[src/rtl/ro_puf_resp_gen_if.sv]
// rtl/ro_puf_resp_gen_if.sv - host-side bus of the RO PUF response generator
//
// Purpose
//   Groups the request (start/challenge/window) and result (status/response/counts)
//   signals exchanged between the host/readout logic and ro_puf_resp_gen.
//   The host drives through the master modport; the generator uses the slave modport.
//
// Signals
//   start      host -> gen   1          request evaluation, sampled only while idle
//   chal_a     host -> gen   SEL_W      base select for RO A
//   chal_b     host -> gen   SEL_W      base select for RO B
//   win_len    host -> gen   WIN_W      window length in clk cycles (0 acts as 1)
//   busy       gen -> host   1          evaluation in progress
//   done       gen -> host   1          single-cycle end-of-evaluation pulse
//   err        gen -> host   1          single-cycle pulse with done on a degenerate pair
//   resp_valid gen -> host   1          response holds a complete result
//   response   gen -> host   RESP_BITS  response word, bit i from pair i
//   tie        gen -> host   1          some pair produced equal counts
//   cnt_a      gen -> host   CNT_W      last completed count of RO A
//   cnt_b      gen -> host   CNT_W      last completed count of RO B

interface ro_puf_resp_gen_if #(
   parameter int SEL_W     = 4,
   parameter int CNT_W     = 16,
   parameter int WIN_W     = 16,
   parameter int RESP_BITS = 8
);
   logic                 start;
   logic [SEL_W-1:0]     chal_a;
   logic [SEL_W-1:0]     chal_b;
   logic [WIN_W-1:0]     win_len;
   logic                 busy;
   logic                 done;
   logic                 err;
   logic                 resp_valid;
   logic [RESP_BITS-1:0] response;
   logic                 tie;
   logic [CNT_W-1:0]     cnt_a;
   logic [CNT_W-1:0]     cnt_b;

   modport master (
      output start, chal_a, chal_b, win_len,
      input  busy, done, err, resp_valid, response, tie, cnt_a, cnt_b
   );

   modport slave (
      input  start, chal_a, chal_b, win_len,
      output busy, done, err, resp_valid, response, tie, cnt_a, cnt_b
   );
endinterface

[src/rtl/ro_puf_resp_gen.sv]
// rtl/ro_puf_resp_gen.sv - multi-bit ring-oscillator PUF response generator
//
// Purpose
//   For each response bit i an RO pair is chosen from the latched challenge
//   (sel = chal + i, wrapping at NUM_RO). Rising edges of both selected oscillators
//   are counted over a window of W clk cycles and the counts are compared:
//   bit i = (cnt_a > cnt_b), equal counts give 0 and raise the sticky tie flag.
//   Per pair: 2 SETUP cycles, W COUNT cycles, 1 COMPARE cycle, so a start sampled
//   in cycle T produces done in cycle T + RESP_BITS*(W+3) + 1.
//
// Ports
//   i_clk     in   1        system clock
//   i_rst_n   in   1        asynchronous reset, active high (1 = in reset)
//   i_osc_in  in   NUM_RO   free-running RO taps, asynchronous to i_clk
//   io_host   slave        host bus (start/challenge/window in, status/response out)

module ro_puf_resp_gen #(
   parameter int NUM_RO    = 16,
   parameter int SEL_W     = 4,
   parameter int CNT_W     = 16,
   parameter int WIN_W     = 16,
   parameter int RESP_BITS = 8
) (
   input  logic              i_clk,
   input  logic              i_rst_n,
   input  logic [NUM_RO-1:0] i_osc_in,
   ro_puf_resp_gen_if.slave  io_host
);

   localparam int               IDX_W    = (RESP_BITS > 1) ? $clog2(RESP_BITS) : 1;
   localparam logic [IDX_W-1:0] LAST_IDX = IDX_W'(RESP_BITS - 1);
   localparam logic [CNT_W-1:0] CNT_MAX  = '1;

   typedef enum logic [2:0] {
      S_IDLE,
      S_SETUP,
      S_COUNT,
      S_COMPARE,
      S_DONE
   } state_t;

   state_t               r_state;
   logic                 r_setup_ph;     // 0 = first SETUP cycle, 1 = second
   logic [SEL_W-1:0]     r_chal_a;
   logic [SEL_W-1:0]     r_chal_b;
   logic [WIN_W-1:0]     r_win;          // latched window, never 0
   logic [WIN_W-1:0]     r_wcnt;
   logic [IDX_W-1:0]     r_idx;
   logic [CNT_W-1:0]     r_ca;
   logic [CNT_W-1:0]     r_cb;

   logic                 r_busy;
   logic                 r_done;
   logic                 r_err;
   logic                 r_resp_valid;
   logic [RESP_BITS-1:0] r_resp;
   logic                 r_tie;
   logic [CNT_W-1:0]     r_cnt_a_out;
   logic [CNT_W-1:0]     r_cnt_b_out;

   // Oscillator capture pipelines: meta -> sync -> prev (edge detector history).
   logic                 r_a_meta;
   logic                 r_a_sync;
   logic                 r_a_prev;
   logic                 r_b_meta;
   logic                 r_b_sync;
   logic                 r_b_prev;

   logic [SEL_W-1:0]     w_sel_a;
   logic [SEL_W-1:0]     w_sel_b;
   logic                 w_osc_a;
   logic                 w_osc_b;
   logic                 w_edge_a;
   logic                 w_edge_b;
   logic                 w_setup_last;

   // Pair selection; the SEL_W-bit add wraps naturally modulo NUM_RO.
   assign w_sel_a = r_chal_a + SEL_W'(r_idx);
   assign w_sel_b = r_chal_b + SEL_W'(r_idx);
   assign w_osc_a = i_osc_in[w_sel_a];
   assign w_osc_b = i_osc_in[w_sel_b];

   assign w_setup_last = (r_state == S_SETUP) && r_setup_ph;

   assign w_edge_a = r_a_sync & ~r_a_prev;
   assign w_edge_b = r_b_sync & ~r_b_prev;

   // Two-flop synchronisers behind the selection mux. On the last SETUP cycle the
   // edge history is loaded with the value the sync stage is about to take, so the
   // level of the previously selected oscillator can never show up as a false edge
   // in the first COUNT cycle after a mux change.
   always_ff @(posedge i_clk or posedge i_rst_n) begin
      if (i_rst_n) begin
         r_a_meta <= 1'b0;
         r_a_sync <= 1'b0;
         r_a_prev <= 1'b0;
         r_b_meta <= 1'b0;
         r_b_sync <= 1'b0;
         r_b_prev <= 1'b0;
      end else begin
         r_a_meta <= w_osc_a;
         r_a_sync <= r_a_meta;
         r_a_prev <= w_setup_last ? r_a_meta : r_a_sync;
         r_b_meta <= w_osc_b;
         r_b_sync <= r_b_meta;
         r_b_prev <= w_setup_last ? r_b_meta : r_b_sync;
      end
   end

   // Evaluation sequencer with registered outputs.
   always_ff @(posedge i_clk or posedge i_rst_n) begin
      if (i_rst_n) begin
         r_state      <= S_IDLE;
         r_setup_ph   <= 1'b0;
         r_chal_a     <= '0;
         r_chal_b     <= '0;
         r_win        <= '0;
         r_wcnt       <= '0;
         r_idx        <= '0;
         r_ca         <= '0;
         r_cb         <= '0;
         r_busy       <= 1'b0;
         r_done       <= 1'b0;
         r_err        <= 1'b0;
         r_resp_valid <= 1'b0;
         r_resp       <= '0;
         r_tie        <= 1'b0;
         r_cnt_a_out  <= '0;
         r_cnt_b_out  <= '0;
      end else begin
         case (r_state)
            S_IDLE: begin
               if (io_host.start) begin
                  r_chal_a     <= io_host.chal_a;
                  r_chal_b     <= io_host.chal_b;
                  r_win        <= (io_host.win_len == '0) ? WIN_W'(1) : io_host.win_len;
                  r_resp       <= '0;
                  r_resp_valid <= 1'b0;
                  r_tie        <= 1'b0;
                  r_idx        <= '0;
                  r_setup_ph   <= 1'b0;
                  r_busy       <= 1'b1;
                  r_state      <= S_SETUP;
               end
            end

            S_SETUP: begin
               // Edges seen here belong to the flushing pipeline and are dropped.
               r_ca   <= '0;
               r_cb   <= '0;
               r_wcnt <= '0;
               if (!r_setup_ph) begin
                  r_setup_ph <= 1'b1;
               end else begin
                  r_setup_ph <= 1'b0;
                  if (w_sel_a == w_sel_b) begin
                     r_err   <= 1'b1;
                     r_done  <= 1'b1;
                     r_state <= S_DONE;
                  end else begin
                     r_state <= S_COUNT;
                  end
               end
            end

            S_COUNT: begin
               if (w_edge_a && (r_ca != CNT_MAX)) begin
                  r_ca <= r_ca + 1'b1;
               end
               if (w_edge_b && (r_cb != CNT_MAX)) begin
                  r_cb <= r_cb + 1'b1;
               end
               if (r_wcnt == (r_win - 1'b1)) begin
                  r_state <= S_COMPARE;
               end else begin
                  r_wcnt <= r_wcnt + 1'b1;
               end
            end

            S_COMPARE: begin
               r_resp[r_idx] <= (r_ca > r_cb);
               if (r_ca == r_cb) begin
                  r_tie <= 1'b1;
               end
               r_cnt_a_out <= r_ca;
               r_cnt_b_out <= r_cb;
               if (r_idx == LAST_IDX) begin
                  r_done       <= 1'b1;
                  r_resp_valid <= 1'b1;
                  r_state      <= S_DONE;
               end else begin
                  r_idx   <= r_idx + 1'b1;
                  r_state <= S_SETUP;
               end
            end

            S_DONE: begin
               r_done  <= 1'b0;
               r_err   <= 1'b0;
               r_busy  <= 1'b0;
               r_state <= S_IDLE;
            end

            default: begin
               r_state <= S_IDLE;
               r_busy  <= 1'b0;
               r_done  <= 1'b0;
               r_err   <= 1'b0;
            end
         endcase
      end
   end

   assign io_host.busy       = r_busy;
   assign io_host.done       = r_done;
   assign io_host.err        = r_err;
   assign io_host.resp_valid = r_resp_valid;
   assign io_host.response   = r_resp;
   assign io_host.tie        = r_tie;
   assign io_host.cnt_a      = r_cnt_a_out;
   assign io_host.cnt_b      = r_cnt_b_out;

endmodule
[src/flat_wrapper.sv]
// flat-port wrapper written by rule: the top's interface ports become plain ports
module ro_puf_resp_gen_flat 
#(
   parameter int NUM_RO    = 16,
   parameter int SEL_W     = 4,
   parameter int CNT_W     = 16,
   parameter int WIN_W     = 16,
   parameter int RESP_BITS = 8
)
  (i_clk, i_rst_n, i_osc_in, io_host_start, io_host_chal_a, io_host_chal_b, io_host_win_len, io_host_busy, io_host_done, io_host_err, io_host_resp_valid, io_host_response, io_host_tie, io_host_cnt_a, io_host_cnt_b);
  ro_puf_resp_gen_if #(.SEL_W(SEL_W), .CNT_W(CNT_W), .WIN_W(WIN_W), .RESP_BITS(RESP_BITS)) io_host_i ();
  input  logic i_clk;
  input  logic i_rst_n;
  input  logic [NUM_RO-1:0] i_osc_in;
  input wire logic [$bits(io_host_i.start)-1:0] io_host_start;
  input wire logic [$bits(io_host_i.chal_a)-1:0] io_host_chal_a;
  input wire logic [$bits(io_host_i.chal_b)-1:0] io_host_chal_b;
  input wire logic [$bits(io_host_i.win_len)-1:0] io_host_win_len;
  output wire logic [$bits(io_host_i.busy)-1:0] io_host_busy;
  output wire logic [$bits(io_host_i.done)-1:0] io_host_done;
  output wire logic [$bits(io_host_i.err)-1:0] io_host_err;
  output wire logic [$bits(io_host_i.resp_valid)-1:0] io_host_resp_valid;
  output wire logic [$bits(io_host_i.response)-1:0] io_host_response;
  output wire logic [$bits(io_host_i.tie)-1:0] io_host_tie;
  output wire logic [$bits(io_host_i.cnt_a)-1:0] io_host_cnt_a;
  output wire logic [$bits(io_host_i.cnt_b)-1:0] io_host_cnt_b;
  assign io_host_i.start = io_host_start;
  assign io_host_i.chal_a = io_host_chal_a;
  assign io_host_i.chal_b = io_host_chal_b;
  assign io_host_i.win_len = io_host_win_len;
  assign io_host_busy = io_host_i.busy;
  assign io_host_done = io_host_i.done;
  assign io_host_err = io_host_i.err;
  assign io_host_resp_valid = io_host_i.resp_valid;
  assign io_host_response = io_host_i.response;
  assign io_host_tie = io_host_i.tie;
  assign io_host_cnt_a = io_host_i.cnt_a;
  assign io_host_cnt_b = io_host_i.cnt_b;
  ro_puf_resp_gen #(.NUM_RO(NUM_RO), .SEL_W(SEL_W), .CNT_W(CNT_W), .WIN_W(WIN_W), .RESP_BITS(RESP_BITS)) u_core (.i_clk(i_clk), .i_rst_n(i_rst_n), .i_osc_in(i_osc_in), .io_host(io_host_i));
endmodule
[config.mk]
export PLATFORM = sky130hd
export DESIGN_NAME = ro_puf_resp_gen_flat
export DESIGN_NICKNAME = d
export VERILOG_FILES = /design/src/rtl/ro_puf_resp_gen_if.sv /design/src/rtl/ro_puf_resp_gen.sv /design/src/flat_wrapper.sv
export SDC_FILE = /design/constraint.sdc
export NUM_CORES = 1
export LEC_CHECK = 0
export ABC_AREA = 1
export CAP_MARGIN = 20
export CORE_MARGIN = 3
export CORE_UTILIZATION = 39
export CTS_CLUSTER_DIAMETER = 120
export DETAILED_ROUTE_END_ITERATION = 6
export HOLD_SLACK_MARGIN = 0.06
export PLACE_DENSITY = 0.61
export SYNTH_ARGS = -nofsm -noshare
export SYNTH_HDL_FRONTEND = slang
export SYNTH_SLANG_ARGS = --single-unit
[constraint.sdc]
create_clock -name i_clk -period 9 [get_ports i_clk]
set_input_delay 1.8 -clock i_clk [delete_from_list [all_inputs] [get_ports i_clk]]
set_output_delay 1.8 -clock i_clk [all_outputs]
set_load 0.1 [all_outputs]
==> metrics.sh, run 1 <==
SYNTH_ENABLE_FLOP_CELLS=0
VIAS_PER_CELL=4.976
WORST_PIN_SLEW_PS=1015
N_ANTENNA_CELL=0
IO_PINS=88
CTS_SINKS=130
GRT_SETUP_UNREPAIRED='false'
SYNTHESIS.AREA_PER_INSTANCE_UM2=7.776
GLOBAL_ROUTE.USAGE.TOTAL_PCT=18.75
FINALHOLDVIOLATIONS=0
POWER.IR.VDD_WORST_uV=225.3
REG2REG_TO='u_core.io_host.response[7]'
WORST-ENDPOINT-ARRIVAL_PS=1960
HOLD-PATH-CELL-COUNT=0
CRITICAL_PATH.REG2REG.STARTPOINT='u_core.r_state[1]'
DETAIL-ROUTE-ANTENNA-NETS=0
WORST_SETUP_HOLD_PATH_CLK_SLEW_PS=60
WORST_SLEW_MARGIN_REL_PCT=32.14
YOSYS_MOST_USED_DFF='sky130_fd_sc_hd__dfrtp_1'
REG2REGPATHDEPTH=11
POST_SYNTH_NUM_CELL_TYPES=44
PERIOD_MINUS_SLACK_PS=3757
CRIT_PATH_MAX_FANOUT=2
NUMBER_OF_ANTENNA_VIOLATIONS_AT_THE_FIRST_CHECK_IN_GLOBAL_ROUTING=0
CTS_POST_SETUP_BUFFERS_INSERTED=0
MAX_FREQ_GHz=0.2661
CTS_TREE='yes'
FINAL_CELL_MIX='sky130_fd_sc_hd__nand2_1, sky130_fd_sc_hd__dfrtp_1, sky130_fd_sc_hd__inv_1'
SYNTH_SEQUENTIAL_AREA_RATIO_PCT=42.26
TIMING.CRITICAL_PATH.CELLS='clkdlybuf4s50_1'
FAILED_CHECKS='design-rule violations'
STATUS='finished with violations'
GRT_MAX_DEGREE=75
DRIVE_ABOVE_1_SHARE_PCT=7.856
DESIGN_POWER_TOTAL_mW=2.539
SYNTH.FF_LATCH_COUNT=130
WORST_PATH_LARGEST_CELL_DELAY_PS=1150
HOLD_PATH_CLASS='reg2reg'
CLOCK_TREE.BUFFER_DEPTH=2
P_LEAK_nW=4.227
DIE_AREA_UM2=21460
SETUP_TOTAL_NEGATIVE_SLACK_PS=0
PLACE_HPWL_MM=14.02
SYN-INSTANCE-COUNT=990
CELL_CLASS_CONTRIBUTING_THE_BIGGEST_SHARE_OF_WORST_PATH_DELAY='buffers and inverters'
CLK_ROOT_BUFFER_CELL='sky130_fd_sc_hd__clkbuf_16'
ROWS=50
IO_BUFFERS=87
CRITICAL_PATH.SLOWEST_CELL='sky130_fd_sc_hd__clkdlybuf4s50_1'
FP.DIEH_UM=146.5
GRT_PASS1_VIAS=6491
PLACE.GP.CONGESTION=0.8810
INITIAL_CORE_UTILIZATION_PCT=40.48
PLACED_CELLS=1310
MOSTFREQUENTLAYOUTCELL='sky130_fd_sc_hd__nand2_1'
SYNTHESIS.AREA_UM2=7699
CLOCK_LATENCY_PS=420
MAX_CAP_VIOL_COUNT=0
POSTSYNTHNETCOUNT=1063
CTS-BUFFERS-INSERTED=17
DRCVIOLATIONCOUNT=2
TIMING.CRITICAL_PATH.TO_TYPE='primary output'
ROUTE.FINAL.WIRE_LENGTH_MM=19.57
FLOORPLAN.CORE_AREA_UM2=19020
MIN_DELAY_WORST_ENDPOINT='u_core.r_a_sync'
WORSTPATHBUFFERINVERTERCOUNT=1
HOLD_PATH_STARTPOINT='u_core.r_a_meta'
ROUTE.DETAILED.WL_PER_INST_UM=14.58
CRITICAL_PATH.STARTPOINT_TYPE='flip-flop'
FINAL.FILL_COUNT=1875
SYN_TO_FINAL_GROWTH_PCT=21.68
GR-TOTAL-OVERFLOW=0
REPORT.FINAL.SETUP_VIOL=0
CTS_MAX_LEVEL=4
SKEW_PS=7.790
SETUP.REG_TO_REG.WORST_SLACK_PS=6330
GLOBAL_ROUTE_WIRE_LENGTH_BEFORE_REPAIR_MM=33.14
SYNTH-ASYNC-RESET-RATIO_PCT=100.0
WHS_PS=373.7
DRV_SLEW=0
POST_CTS_HOLD_BUFFER_COUNT=0
POWER_PER_CELL_AREA_nW_PER_UM2=271.0
TIMING.SETUP.CRITICAL_PATH_CLASS='reg2out'
DR_TOTAL_VIAS=6678
FIRST_PASS_ITERS=7
DIE-WIDTH_UM=146.5
WORST_EP_REQUIRED_TIME_PS=7200
DR.FIRST_ITER.DRC_COUNT=490
POST_CTS_RESIZE_COUNT=0
YS.WARNINGS.COUNT=0
FINALNETCOUNT=1142
FINAL.PERIOD_UTILIZATION_PCT=41.75
FINALNONFILLERCELLS=1342
-- kinds of logic after synthesis --
group           after synthesis  share of synthesized area, %
xor+xnor                     45                         5.119
mux                           8                         1.170
compound gates              144                         10.30
simple gates                501                         28.73
flops                       130                         42.26
buf+inv                     132                         7.346
fa+ha+maj                    30                         5.071
-- state kept, by name, indices dropped and copies added (netlist names), 3 cells and up --
register and count:
u_core.io_host.cnt_a 16, u_core.io_host.cnt_b 16, u_core.r_ca 16, u_core.r_cb 16, u_core.r_wcnt 16, u_core.r_win 16, u_core.io_host.response 8, u_core.r_chal_a 4
u_core.r_chal_b 4, u_core.r_idx 3, u_core.r_state 3
-- area by class of cell --
class / instances / area [µm²] / share of cell area, %
multi-input combinational: 728 / 3880 / 41.42
sequential: 130 / 3253 / 34.73
timing repair buffer: 92 / 908.4 / 9.697
clock buffer: 22 / 474.2 / 5.062
inverter: 100 / 379.1 / 4.047
tap: 260 / 325.3 / 3.473
clock inverter: 10 / 147.6 / 1.576
-- per-layer routing --
| layer | global-route usage (%) | share of wire [%] | up-vias | routed length [µm] |
|---|---|---|---|---|
| li1 | - | - | 3404 | - |
| met1 | 27.56 | 51 | 3091 | 9903 |
| met2 | 28.50 | 44 | 154 | 8584 |
| met3 | 3.383 | 4.1 | 29 | 796 |
| met4 | 5.127 | 1.5 | 0 | 286 |
| met5 | 0 | 0 | - | 0 |
-- through the flow --
stage          setup slack, ps  instance area, µm²  util [%]
2_1_floorplan             3731                7699         -
3_3_place_gp              5216                8746     45.99
3_5_place_dp              5215                8746     45.99
4_1_cts                   5216                9368     49.26
5_1_grt                   5207                9368     49.26
6_report                  5243                9368     49.26
-- synth_stat cells (3+ instances only) --
cell type / n / share of area (%)
sky130_fd_sc_hd__o21ai_1: 11 / 0.72
sky130_fd_sc_hd__o21a_1: 4 / 0.39
sky130_fd_sc_hd__xor2_1: 29 / 3.3
sky130_fd_sc_hd__dfrtp_1: 130 / 42
sky130_fd_sc_hd__o21ai_0: 79 / 5.1
sky130_fd_sc_hd__xnor2_1: 16 / 1.8
sky130_fd_sc_hd__mux2_2: 8 / 1.2
sky130_fd_sc_hd__nand2_1: 264 / 13
sky130_fd_sc_hd__inv_1: 91 / 4.4
sky130_fd_sc_hd__buf_2: 3 / 0.19
sky130_fd_sc_hd__inv_2: 7 / 0.34
sky130_fd_sc_hd__buf_1: 3 / 0.15
sky130_fd_sc_hd__nor2_2: 14 / 1.1
sky130_fd_sc_hd__nor4_1: 13 / 1.1
sky130_fd_sc_hd__buf_6: 3 / 0.44
sky130_fd_sc_hd__nand2_2: 9 / 0.73
sky130_fd_sc_hd__nand4_1: 20 / 1.6
sky130_fd_sc_hd__nor3_1: 15 / 0.98
sky130_fd_sc_hd__a21oi_1: 32 / 2.1
sky130_fd_sc_hd__o31ai_1: 8 / 0.78
sky130_fd_sc_hd__nand3b_1: 8 / 0.78
sky130_fd_sc_hd__nand3_1: 67 / 4.4
sky130_fd_sc_hd__clkbuf_1: 15 / 0.73
sky130_fd_sc_hd__nor2_4: 4 / 0.59
sky130_fd_sc_hd__o211ai_1: 6 / 0.59
sky130_fd_sc_hd__nor2_1: 80 / 3.9
sky130_fd_sc_hd__ha_1: 28 / 4.6
-- power breakdown --
part           internal (mW)  switching (mW)
sequential             0.683          0.0971
clock                  0.460           0.267
combinational          0.337           0.694
-- worst max path at each step --
stage | slack (ps) | to | cells after the start | from
2_1_floorplan | 3730 | u_core.io_host.busy | 1 | i_rst_n
3_3_place_gp | 5220 | u_core.r_chal_a[2] | 3 | i_rst_n
3_5_place_dp | 5210 | u_core.r_chal_b[0] | 3 | i_rst_n
4_1_cts | 5220 | io_host_done | 1 | u_core.io_host.done
5_1_grt | 5210 | io_host_resp_valid | 1 | u_core.io_host.resp_valid
6_report | 5240 | io_host_done | 1 | u_core.io_host.done
Note: power is estimated with default switching activity, not from simulation.
==> run 2, diff against run 1 <==
PLACE_DENSITY = 0.63   (was 0.61)
clock period = 3.1 ns   (was 9 ns; I/O delays follow)
==> run 2 against run 1 <==
  * The run now ends clean
  * Power increased to 2.9 times the previous value
  * Setup slack worse by 4600 ps
  * Final cell count rose by 0.45%
  * Combinational power rose to 2.9 times the previous value
  * Routed wire length shrank 1.9%
  * Core utilization is 0.29 points lower
  * Sequential cell count unchanged
  * Die area unchanged
  * First-iteration DRC count shrank 12%
  * Clock power grew to 2.9 times the previous value
  * Count of clock-buffer cells in the layout decreased by 2
  * Critical endpoint is now u_core.r_ca[5]
  * Largest cell class unchanged
  * Highest routed layer unchanged
==> metrics.sh, run 2 (synthesis gave the netlist of run 1 again) <==
CLOCK_LATENCY_PS=420  # about the same
DRCVIOLATIONCOUNT=0  # -2
WORST_EP_REQUIRED_TIME_PS=3420  # -3780 ps
PERIOD_MINUS_SLACK_PS=2414
SYN_TO_FINAL_GROWTH_PCT=20.97
TOP_LAYER_USED='met4'
CTS_MAX_LEVEL=4  # unchanged
DR_TOTAL_VIAS=6727  # +0.73%
POWER.IR.VDD_WORST_uV=534.0  # +140%
HOLD_PATH_CLASS='reg2reg'
CTS_TREE='yes'
DESIGN_POWER_TOTAL_mW=7.329  # +190%
HOLD_PATH_STARTPOINT='u_core.r_b_meta'
DIE_AREA_UM2=21460  # unchanged
IO_PINS=88  # unchanged
WIRELENGTH_MET1_MM=9.628  # -2.8%
SETUP_TOTAL_NEGATIVE_SLACK_PS=0  # unchanged
MIN_DELAY_WORST_ENDPOINT='u_core.r_b_sync'
PLACE.GP.CONGESTION=0.8951  # +1.6%
COMB_POWER_SHARE_PCT=40.5  # about the same
REG2REG_TO='u_core.r_ca[5]'
CRITICAL_PATH.STARTPOINT_TYPE='flip-flop'
WL_MET3_MM=1.046  # +31%
MET2_WIRELENGTH_MM=8.295  # -3.4%
DRV_SLEW=0  # unchanged
CRITICAL_PATH.REG2REG.STARTPOINT='u_core.r_ca[0]'
WORST_SLEW_MARGIN_REL_PCT=68.94  # +37 points
REG2REGPATHDEPTH=11  # unchanged
POST_CTS_RESIZE_COUNT=0  # unchanged
INTPOWER_mW=4.305  # +190%
FP.DIEH_UM=146.5  # unchanged
GRT_SETUP_UNREPAIRED='false'
GLOBAL_ROUTE.USAGE.TOTAL_PCT=18.49  # -0.26 points
REPORT.FINAL.SETUP_VIOL=0  # unchanged
CTS_SINKS=130  # unchanged
TIMING.CRITICAL_PATH.TO_TYPE='flip-flop'
VIAS_PER_CELL=4.990  # +0.29%
ROWS=50  # unchanged
FIRST_PASS_ITERS=5  # -2
GRT_MAX_DEGREE=81  # +8.0%
FINAL_CELL_MIX='sky130_fd_sc_hd__nand2_1, sky130_fd_sc_hd__dfrtp_1, sky130_fd_sc_hd__inv_1'
P_LEAK_nW=4.348  # +2.9%
MAX_CAP_VIOL_COUNT=0  # unchanged
IO_BUFFERS=87  # unchanged
POWER.SEQUENTIAL.FRACTION_PCT=30.8  # about the same
FINAL.FILL_COUNT=1913  # +2.0%
SKEW_PS=10.58  # +2.789 ps
CRIT_PATH_MAX_FANOUT=18  # +16
INITIAL_CORE_UTILIZATION_PCT=40.48  # unchanged
ROUTE.FINAL.WIRE_LENGTH_MM=19.19  # -1.9%
CTS-BUFFERS-INSERTED=17  # unchanged
CLOCK_TREE.BUFFER_DEPTH=2  # unchanged
FINAL.PERIOD_UTILIZATION_PCT=77.86
PLACE_HPWL_MM=14.22  # +1.4%
CLK_ROOT_BUFFER_CELL='sky130_fd_sc_hd__clkbuf_16'
NUMBER_OF_ANTENNA_VIOLATIONS_AT_THE_FIRST_CHECK_IN_GLOBAL_ROUTING=0  # unchanged
WORST_PATH_LARGEST_CELL_DELAY_PS=420  # -730 ps
WORST-ENDPOINT-ARRIVAL_PS=2730  # +770 ps
GLOBAL_ROUTE_WIRE_LENGTH_BEFORE_REPAIR_MM=32.60  # -1.6%
SETUP.REG_TO_REG.WORST_SLACK_PS=690  # -5640 ps
ROUTE.DETAILED.WL_PER_INST_UM=14.24  # -2.4%
FINALHOLDVIOLATIONS=0  # unchanged
NETSWITCHINGFRACTION_PCT=41.26  # -0.41 points
DIE-WIDTH_UM=146.5  # unchanged
POST_CTS_HOLD_BUFFER_COUNT=0  # unchanged
WORST_PIN_SLEW_PS=461.6  # -553.1 ps
CTS_POST_SETUP_BUFFERS_INSERTED=0  # unchanged
MOSTFREQUENTLAYOUTCELL='sky130_fd_sc_hd__nand2_1'
POWER_PER_CELL_AREA_nW_PER_UM2=787.0  # +190%
CRITICAL_PATH.SLOWEST_CELL='sky130_fd_sc_hd__dfrtp_1'
GR-TOTAL-OVERFLOW=0  # unchanged
DR.FIRST_ITER.DRC_COUNT=433  # -12%
SWITCHING_POWER_mW=3.024  # +190%
WORST_SETUP_HOLD_PATH_CLK_SLEW_PS=60  # about the same
DETAIL-ROUTE-ANTENNA-NETS=0  # unchanged
N_ANTENNA_CELL=0  # unchanged
POWER.CLOCK.FRACTION_PCT=28.7  # about the same
TIMING.CRITICAL_PATH.CELLS='ha_1, nand2_1, nor2_2, nand2_1, nor2_2, nand3_1, o211ai_2, nand2_2, inv_2, nor2_1, o21a_1'
HOLD-PATH-CELL-COUNT=0  # unchanged
GRT_PASS1_VIAS=6348  # -2.2%
STATUS='finished clean'
FLOORPLAN.CORE_AREA_UM2=19020  # unchanged
TIMING.SETUP.CRITICAL_PATH_CLASS='reg2reg'
DRIVE_ABOVE_1_SHARE_PCT=12.68  # +4.8 points
FINALNETCOUNT=1148  # +0.53%
MAX_FREQ_GHz=0.4143
[run 2: worst max-delay path: cells and delay by family, from the launching register on]
kind / cells / cell delay [ps]
AO/OA/AOI/OAI: 2 / 410
adder cells (fa/ha/maj): 1 / 240
buffers and inverters: 1 / 260
flip-flops: 1 / 420
AND/OR/NAND/NOR: 7 / 970
[run 2: stage by stage]
step / setup WS, ps / std cells / utilization (%) / hold WS (ps) / instance area, µm²
final: 686.3 / 1348 / 48.97 / 378.2 / 9313
after global routing: 452.2 / 1348 / 48.97 / 398.0 / 9313
after CTS: 721.1 / 1348 / 48.97 / 382.2 / 9313
after detailed placement: 738.6 / 1316 / 45.70 / 369.5 / 8692
after global placement: 701.7 / 1316 / 45.70 / 363.2 / 8692
after floorplan: 870.8 / 990 / - / 350.1 / 7702
[run 2: layout make-up]
cell class              instances  area, µm²  area share (%)
inverters                     100      380.4           4.084
clock inverters                12      153.9           1.653
repair buffers                 98      853.3           9.163
flip-flops and latches        130       3253           34.93
multi-input cells             728       3880           41.66
clock buffers                  20      466.7           5.011
well taps                     260      325.3           3.493
[run 2: power groups by stage]
stage	sequential [mW]	combinational [mW]	clock, mW
6_report	2.26	2.97	2.10
5_1_grt	2.30	3.35	2.23
4_1_cts	2.26	2.98	2.14
3_5_place_dp	2.29	2.96	0
3_3_place_gp	2.29	2.95	0
2_1_floorplan	2.50	2.10	0
[run 2: routing by layer]
| metal | up-vias | GRT usage (%) |
|---|---|---|
| met2 | 199 | 26.77 |
| met5 | - | 0 |
| met3 | 21 | 3.662 |
| li1 | 3424 | - |
| met1 | 3083 | 28.13 |
| met4 | 0 | 4.986 |
[run 2: how the worst max path moves through the flow]
stage | startpoint | endpoint | slack, ps | cells after the start
finish | u_core.r_ca[0] | u_core.r_ca[5] | 690 | 11
CTS | u_core.r_idx[1] | u_core.r_a_meta | 720 | 7
floorplan | i_rst_n | u_core.io_host.busy | 870 | 1
global placement | u_core.r_idx[1] | u_core.r_b_meta | 700 | 7
global route | u_core.r_ca[0] | u_core.r_ca[5] | 450 | 11
detailed placement | u_core.r_idx[1] | u_core.r_a_meta | 740 | 7
==> run 3, diff against run 2 <==
PLACE_DENSITY = 0.61   (was 0.63)
clock period = 2.25 ns   (was 3.1 ns; I/O delays follow)
==> run 3 against run 2 <==
  * Maximum frequency rose by 8.9%
  * Count of clock-buffer cells in the layout fell by 2
  * First-iteration DRC count rose by 32%
  * Register-to-register slack got worse by 650 ps
  * Final cell count rose by 2.1%
  * Clock power rose by 43%
  * Worst hold slack improved by 26 ps
  * Combinational power rose by 54%
  * Largest cell class unchanged
==> metrics.sh, run 3 (synthesis gave the netlist of run 1 again) <==
FINALNETCOUNT=1176  # +2.4%
PLACE_HPWL_MM=14.88  # +4.6%
FLOORPLAN.CORE_AREA_UM2=19020  # unchanged
IO_BUFFERS=87  # unchanged
MAX_CAP_VIOL_COUNT=0  # unchanged
IO_PINS=88  # unchanged
REG2REGPATHDEPTH=9  # -2
CRITICAL_PATH.REG2REG.STARTPOINT='u_core.r_idx[0]'
GRT_PASS1_VIAS=6323  # -0.39%
SETUP_TOTAL_NEGATIVE_SLACK_PS=0  # unchanged
DETAIL-ROUTE-ANTENNA-NETS=0  # unchanged
REPORT.FINAL.SETUP_VIOL=0  # unchanged
MOSTFREQUENTLAYOUTCELL='sky130_fd_sc_hd__nand2_1'
PLACED_CELLS=1339  # +1.7%
HOLD_PATH_CLASS='reg2reg'
MAX_FREQ_GHz=0.4511  # +8.9%
COMB_POWER_SHARE_PCT=42.9  # +2.4 points
SYN_TO_FINAL_GROWTH_PCT=25.50
CLOCK_LATENCY_PS=420  # about the same
CRITICAL_PATH.SLOWEST_CELL='sky130_fd_sc_hd__fa_2'
UTILIZATION_PCT=50.80  # +1.8 points
CTS_MAX_LEVEL=4  # unchanged
INITIAL_CORE_UTILIZATION_PCT=40.48  # unchanged
DRIVE_ABOVE_1_SHARE_PCT=15.77  # +3.1 points
POSTLAYOUTSETUPSLACKWORST_PS=33.04  # -653.3 ps
STATUS='finished clean'
GLOBAL_ROUTE_WIRE_LENGTH_BEFORE_REPAIR_MM=33.05  # +1.4%
WORSTPATHBUFFERINVERTERCOUNT=2  # +1
INTPOWER_mW=6.244  # +45%
ROUTE.DETAILED.WL_PER_INST_UM=14.47  # +1.6%
ROUTE.FINAL.WIRE_LENGTH_MM=19.91  # +3.7%
WORST_SETUP_HOLD_PATH_CLK_SLEW_PS=60  # about the same
CTS_SINKS=130  # unchanged
POWER_PER_CELL_AREA_nW_PER_UM2=1104  # +40%
WORST_SLEW_MARGIN_REL_PCT=62.32  # -6.6 points
SWITCHING_POWER_mW=4.419  # +46%
N_ANTENNA_CELL=0  # unchanged
POWER.IR.VDD_WORST_uV=708.6  # +33%
CLOCK_TREE.BUFFER_DEPTH=2  # unchanged
NUMBER_OF_ANTENNA_VIOLATIONS_AT_THE_FIRST_CHECK_IN_GLOBAL_ROUTING=0  # unchanged
POST_CTS_HOLD_BUFFER_COUNT=0  # unchanged
DRV_SLEW=0  # unchanged
TIMING.CRITICAL_PATH.TO_TYPE='flip-flop'
GRT_MAX_DEGREE=60  # -26%
GR-TOTAL-OVERFLOW=0  # unchanged
GLOBAL_ROUTE.USAGE.TOTAL_PCT=18.85  # +0.36 points
WORST_EP_REQUIRED_TIME_PS=2560  # -860 ps
CELL_CLASS_CONTRIBUTING_THE_BIGGEST_SHARE_OF_WORST_PATH_DELAY='adder cells'
CRITICAL_PATH.STARTPOINT_TYPE='flip-flop'
NETSWITCHINGFRACTION_PCT=41.44  # +0.18 points
FINAL_CELL_MIX='sky130_fd_sc_hd__nand2_1, sky130_fd_sc_hd__dfrtp_1, sky130_fd_sc_hd__inv_1'
FINAL.PERIOD_UTILIZATION_PCT=98.53  # +21 points
WORST_PATH_LARGEST_CELL_DELAY_PS=640  # +220 ps
WORST_PIN_SLEW_PS=564.0  # +102.4 ps
POWER.CLOCK.FRACTION_PCT=28.1  # -0.6 points
PLACE.GP.CONGESTION=0.9352  # +4.5%
FINALHOLDVIOLATIONS=0  # unchanged
DIE_AREA_UM2=21460  # unchanged
TIMING.SETUP.CRITICAL_PATH_CLASS='reg2reg'
VIAS_PER_CELL=4.963  # -0.55%
DIE-WIDTH_UM=146.5  # unchanged
DR.FIRST_ITER.DRC_COUNT=572  # +32%
CTS_TREE='yes'
SETUP.REG_TO_REG.WORST_SLACK_PS=30  # -650 ps
MIN_DELAY_WORST_ENDPOINT='u_core.r_a_sync'
DR_TOTAL_VIAS=6829  # +1.5%
FIRST_PASS_ITERS=5  # unchanged
DETAILEDPLACE.WORSTSLACK_PS=100.9  # -637.8 ps
CLK_ROOT_BUFFER_CELL='sky130_fd_sc_hd__clkbuf_16'
WORST-ENDPOINT-ARRIVAL_PS=2520  # -210 ps
HOLD-PATH-CELL-COUNT=0  # unchanged
P_LEAK_nW=4.536  # +4.3%
REG2REG_TO='u_core.r_a_meta'
CTS-BUFFERS-INSERTED=17  # unchanged
POWER.SEQUENTIAL.FRACTION_PCT=29.0  # -1.8 points
DRCVIOLATIONCOUNT=0  # unchanged
FP.DIEH_UM=146.5  # unchanged
PERIOD_MINUS_SLACK_PS=2217  # -196.7 ps
TIMING.CRITICAL_PATH.CELLS='ha_2, inv_2, fa_2, buf_6, a21oi_1, o21ai_0, o21ai_1, mux2_2, mux2_4'
SKEW_PS=8.210  # -2.369 ps
GRT_SETUP_UNREPAIRED='true'
HOLD_PATH_STARTPOINT='u_core.r_a_meta'
CRIT_PATH_MAX_FANOUT=6  # -12
FINALNONFILLERCELLS=1376  # +2.1%
ROWS=50  # unchanged
==> run 3: cell count changes in the layout (fill, tap and decap cells not counted), moves of 3 or more <==
cell / change
sky130_fd_sc_hd__buf_12: +5
sky130_fd_sc_hd__buf_4: +18
sky130_fd_sc_hd__buf_6: +5
sky130_fd_sc_hd__clkinv_2: -3
sky130_fd_sc_hd__ha_1: -3
sky130_fd_sc_hd__ha_2: +3
sky130_fd_sc_hd__inv_6: +5
sky130_fd_sc_hd__o21ai_0: -5
sky130_fd_sc_hd__o21ai_1: +4
==> run 3: metal layers <==
metal | global-route usage (%) | up-vias | routed length [µm]
met2 | 26.51 | 185 | 8516
met3 | 3.383 | 21 | 920
met1 | 29.28 | 3142 | 10170
met5 | 0 | - | 0
met4 | 5.738 | 0 | 303
li1 | - | 3481 | -
==> run 3: worst max-delay path by stage <==
stage                                from         endpoint  slack [ps]  depth (start not counted)
after global routing      u_core.r_idx[0]  u_core.r_a_meta         -50                          9
after global placement    u_core.r_idx[0]  u_core.r_b_meta         130                          8
after detailed placement  u_core.r_idx[0]  u_core.r_b_meta         100                          8
after CTS                 u_core.r_idx[0]  u_core.r_b_meta          90                          8
after floorplan           u_core.r_idx[0]  u_core.r_b_meta         110                          9
final                     u_core.r_idx[0]  u_core.r_a_meta          30                          9
==> run 3: area by class of cell <==
cell class / count / area (µm²)
flip-flops and latches: 130 / 3253
multi-input cells: 728 / 3929
inverters: 100 / 380.4
fillers: 1873 / 9356
well taps: 260 / 325.3
repair buffers: 126 / 1145
clock inverters: 14 / 190.2
clock buffers: 18 / 439.2
==> run 3: power groups by stage <==
stage                     clock network [mW]  registers [mW]  logic [mW]
after global placement                     0            3.13        4.24
after global routing                    3.15            3.15        5.12
after floorplan                            0            3.45        2.89
after detailed placement                   0            3.13        4.26
after CTS                               3.06            3.09        4.29
final                                   3.00            3.10        4.57
==> run 3: stage by stage <==
stage	hold WS, ps	total power [mW]	area (µm²)
after floorplan	350.1	6.336	7702
after global placement	385.2	7.369	8927
after detailed placement	386.6	7.395	8927
after CTS	404.8	10.44	9557
after global routing	410.9	11.41	9662
final	404.4	10.66	9662
==> run 3: repair_timing <==
action,CTS,global route
endpoints found under the setup margin,0,36
buffers inserted,0,5
resized for setup,0,25
